`config.mk`:
```
export PLATFORM = sky130hd
export DESIGN_NAME = am_sample_feeder
export DESIGN_NICKNAME = d
export VERILOG_FILES = /design/src/rtl/am_sample_feeder.sv
export SDC_FILE = /design/constraint.sdc
export NUM_CORES = 1
export LEC_CHECK = 0
export CAP_MARGIN = 20
export CORE_MARGIN = 4
export CORE_UTILIZATION = 48
export CTS_BUF_LIST = sky130_fd_sc_hd__clkbuf_16
export DETAILED_ROUTE_END_ITERATION = 7
export PLACE_DENSITY = 0.66
export SLEW_MARGIN = 15
export SYNTH_ARGS = -nofsm -noshare
export SYNTH_HDL_FRONTEND = slang
export SYNTH_SLANG_ARGS = --single-unit
```
`constraint.sdc`:
```
create_clock -name clk -period 4.2 [get_ports clk]
set_clock_uncertainty 0.2 [all_clocks]
set_input_delay 0.84 -clock clk [delete_from_list [all_inputs] [get_ports clk]]
set_output_delay 0.84 -clock clk [all_outputs]
set_load 0.1 [all_outputs]
```
`src/rtl/am_sample_feeder.sv`:
```
// Audio sample buffer feeding an AM PWM modulator: prefills a FIFO, then pops one
// sample per symbol tick into duty. Optional macro AM_FEEDER_HOLD_LAST_EN holds last duty when idle.
module am_sample_feeder #(
  parameter int AM_PWM_STEPS = 64,
  parameter int DATA_WIDTH   = 8,
  parameter int FIFO_DEPTH   = 16,
  parameter int PREFILL      = 8
) (
  input  logic                              clk,
  input  logic                              rst,
  input  logic [DATA_WIDTH-1:0]             in_data,
  input  logic                              in_valid,
  output logic                              in_ready,
  input  logic                              symb_req,
  output logic [$clog2(AM_PWM_STEPS)-1:0]   duty,
  output logic                              playing,
  output logic                              underrun,
  input  logic                              underrun_clr,
  output logic [$clog2(FIFO_DEPTH):0]       fill_level
);

  localparam int DUTY_W = $clog2(AM_PWM_STEPS);
  localparam int PTR_W  = $clog2(FIFO_DEPTH);
  localparam int CNT_W  = PTR_W + 1;
  localparam logic [DUTY_W-1:0] MID_DUTY = DUTY_W'(AM_PWM_STEPS / 2);

  // Input handshake: a sample transfers on a rising edge where in_valid && in_ready;
  // in_ready depends only on the registered count, never on in_valid.
  typedef enum logic {ST_PREFILL = 1'b0, ST_RUN = 1'b1} state_t;

  state_t                state, state_nxt;
  logic [DATA_WIDTH-1:0] mem [FIFO_DEPTH];
  logic [PTR_W-1:0]      wr_ptr, rd_ptr;
  logic [CNT_W-1:0]      count;
  logic                  push, pop, empty, starve;
  logic [DUTY_W-1:0]     idle_duty;

  assign in_ready   = (count != CNT_W'(FIFO_DEPTH));
  assign empty      = (count == '0);
  assign push       = in_valid && in_ready;
  assign pop        = (state == ST_RUN) && symb_req && !empty;
  assign starve     = (state == ST_RUN) && symb_req && empty;
  assign playing    = (state == ST_RUN);
  assign fill_level = count;

`ifdef AM_FEEDER_HOLD_LAST_EN
  assign idle_duty = duty;
`else
  assign idle_duty = MID_DUTY;
`endif

  always_comb begin
    state_nxt = state;
    case (state)
      ST_PREFILL: if (count >= CNT_W'(PREFILL)) state_nxt = ST_RUN;
      ST_RUN:     if (starve) state_nxt = ST_PREFILL;
      default:    state_nxt = ST_PREFILL;
    endcase
  end

  always_ff @(posedge clk) begin
    if (rst) state <= ST_PREFILL;
    else     state <= state_nxt;
  end

  // Storage has no reset; pointers and count define what is valid.
  always_ff @(posedge clk) begin
    if (push) mem[wr_ptr] <= in_data;
  end

  always_ff @(posedge clk) begin
    if (rst) begin
      wr_ptr <= '0;
      rd_ptr <= '0;
      count  <= '0;
    end else begin
      if (push) wr_ptr <= wr_ptr + 1'b1;
      if (pop)  rd_ptr <= rd_ptr + 1'b1;
      case ({push, pop})
        2'b10:   count <= count + CNT_W'(1);
        2'b01:   count <= count - CNT_W'(1);
        default: count <= count;
      endcase
    end
  end

  // Duty changes only on a symbol tick; the top DUTY_W bits of the sample are the step count.
  always_ff @(posedge clk) begin
    if (rst) begin
      duty <= MID_DUTY;
    end else if (symb_req) begin
      if (pop) duty <= mem[rd_ptr][DATA_WIDTH-1 -: DUTY_W];
      else     duty <= idle_duty;
    end
  end

  // A fresh starvation event outranks a clear in the same cycle.
  always_ff @(posedge clk) begin
    if (rst)               underrun <= 1'b0;
    else if (starve)       underrun <= 1'b1;
    else if (underrun_clr) underrun <= 1'b0;
  end

endmodule

```
==> out/summary.txt <==
measured slew at the worst slew-check pin -> 971 ps
Max Slew Vio Count -> 0
number of global-route vias before repair -> 2676
combinational cell fraction of total power -> 4.0%
total CTS buffers -> 17
CP max FO -> 8
FF-to-FF End -> fill_level[4]$_SDFFE_PP0P_
Worst R2R Start -> fill_level[1]$_SDFFE_PP0P_
Multi-input gate area -> 1470 um^2
IO Port Bufs -> 24
final hold vios -> 0
Reg area -> 3380 um^2
net load switching power -> 0.671 mW
via count -> 2629
Ys Warns -> 0
fmax -> 0.300 GHz
PostCTS Resize Cnt -> 0
global placer's final weighted congestion -> 0.772
Pleak -> 1.98 nW
TritonCTS clock tree -> built
final WL -> 8930 um
# diodes -> 0
ANT nets after route -> 0
Num Clock Sinks -> 121
Hold Crit Class -> flip-flop to flip-flop
syn_area_per_cell -> 16.1 um^2
Die ar. -> 12000 um^2
Clock transition at path regs -> 60 ps
overall die height -> 110 um
post-synthesis sequential area ratio -> 68.1%
Placed Area -> 5330 um^2
Layout Nets -> 363
Finished Layout Cells -> 487
Longest Clk Path Bufs -> 2
Worst Hold Depth -> 2
core footprint -> 9910 um^2
status -> completed
Layout fillers -> 772
post-synth net total -> 330
synthesized flop and latch total -> 121
dpl cells -> 455
root buffer cell -> clkbuf_16
Max VDD drop -> 0.478 mV
Vias/cell -> 5.40
row cnt -> 36
area added between synthesis and finish -> 18.6%
Clock Latency Late Sink -> 420 ps
Final Setup Violations -> 0
WP data arrival -> 2290 ps
RSZ-0062 raised after global routing -> no
# IOs -> 27
Post-DP HPWL -> 5810 um
Avg WL per Cell -> 18.3 um
final core occ -> 59.5%
setup ws final -> 868 ps
Post-synth EDFFs -> 96
Mapped Area -> 4970 um^2
layout cells sized above 1 -> 16.1%
Initial DRT Pass Iterations -> 4
Max Cap Viol -> 0
ys async rst share -> 0%
first-pass GRT wire length -> 14400 um
Clk pwr share -> 49.1%
fin crit period -> 3330 ps
Crit Path Category -> flip-flop to output pin
WHS -> 252 ps
Slew HR -> 35.1%
Tcrit/Tclk final -> 79.3%
Worst Setup End Kind -> output pin
Tot Pwr -> 2.81 mW
R2R setup slack -> 1310 ps
sequential share of power -> 47.0%
Finished Cell Area -> 5900 um^2
Worst EP required -> 3160 ps
Main synth FF type -> edfxtp_1
reg2reg path depth -> 12
Setup Fix Bufs, Post-CTS -> 0
Int Pwr -> 2.14 mW
DRC viols -> 0
crit start category -> flip-flop
Initial Util -> 50.2%
Gate Count Post-Synth -> 308
TNS Setup -> 0 ps
Distinct cells, synth -> 43
min-delay src -> duty[3]$_SDFFE_PP0P_
power per standard cell area -> 476 nW/um^2
CTS H-tree lvls -> 4
total gr overflow -> 0
largest net degree at the start of global routing -> 28
cts hold-fix bufs -> 0
Worst Hold Path EP -> duty[3]$_SDFFE_PP0P_
Total Routing Usage GR -> 16.8%
dpl ws -> 621 ps
First DRT Iteration DRCs -> 174
antenna violations before repair -> 0
Sw Ratio -> 23.9%
die width -> 110 um
power by group through the flow:
stage          Sequential [mW]  Combinational, mW  Clock (mW)
2_1_floorplan             1.36             0.0528           0
3_3_place_gp              1.34              0.108           0
3_5_place_dp              1.34              0.111           0
4_1_cts                   1.32              0.112        1.40
5_1_grt                   1.32              0.122        1.46
6_report                  1.32              0.111        1.38
cells in the mapped netlist, types with 7 or more instances:
| cell | number | area share (%) |
|---|---|---|
| mux2_2 | 8 | 1.8 |
| nand2_1 | 19 | 1.4 |
| edfxtp_1 | 96 | 58 |
| a21oi_1 | 12 | 1.2 |
| nor3_1 | 7 | 0.70 |
| clkbuf_1 | 7 | 0.53 |
| mux4_1 | 14 | 7.4 |
| mux4_2 | 8 | 3.6 |
| mux2i_1 | 8 | 1.6 |
| dfxtp_1 | 25 | 10 |
| ha_1 | 9 | 2.3 |
| nor2_1 | 33 | 2.5 |
worst max-delay path: stages, from the launching register on:
cell and delay [ps]:
dfxtp_1 410, nor4_4 410, nand2_1 90, clkdlybuf4s50_1 980
state kept, by name, summed over array words and instances, names as in the netlist, named ones only:
name        count
underrun        1
duty            6
wr_ptr          4
playing         1
rd_ptr          4
fill_level      5
mem            96
layer usage:
layer / up-vias / GRT usage [%] / part of all wire (%) / wire, um
met5: - / 0 / 0 / 0
met4: 0 / 6.68 / 0.95 / 85
met3: 6 / 4.58 / 3.1 / 277
met2: 42 / 27.2 / 49 / 4410
met1: 1322 / 21.5 / 47 / 4160
li1: 1259 / - / - / -
area by class of cell:
class | count | area share [%]
inverter | 6 | 0.382
sequential | 121 | 57.4
clock buffer | 17 | 7.21
timing repair buffer | 30 | 4.84
clock inverter | 15 | 2.40
tap | 133 | 2.82
multi-input combinational | 165 | 25.0
cells by family (layout without fill, tap and decap cells):
kind of cell / after synthesis / after routing / synth area share, %
DFF: 121 / 121 / 68.1
and+or+nand+nor: 76 / 76 / 7.15
muxes: 38 / 38 / 14.4
buffers and inverters: 22 / 68 / 2.32
AOI/OAI and AO/OA: 33 / 33 / 4.18
xor gates and xnor gates: 9 / 9 / 1.59
adders and majority gates: 9 / 9 / 2.27
worst max-delay path by stage:
stage	start	endpoint	slack (ps)
3_5_place_dp	symb_req	fill_level[4]$_SDFFE_PP0P_	620
4_1_cts	fill_level[1]$_SDFFE_PP0P_	in_ready	830
5_1_grt	fill_level[1]$_SDFFE_PP0P_	in_ready	760
6_report	fill_level[1]$_SDFFE_PP0P_	in_ready	870
2_1_floorplan	fill_level[1]$_SDFFE_PP0P_	fill_level[4]$_SDFFE_PP0P_	790
3_3_place_gp	symb_req	fill_level[4]$_SDFFE_PP0P_	690
cells in the final DEF (no fill, tap or decap), types with 9 or more instances in the layout:
master / instances
edfxtp_1: 96
clkbuf_16: 17
dfxtp_1: 25
a21oi_1: 12
clkdlybuf4s50_1: 24
nor2_1: 33
nand2_1: 19
mux4_1: 14
ha_1: 9
(Power assumes the default switching activity.)
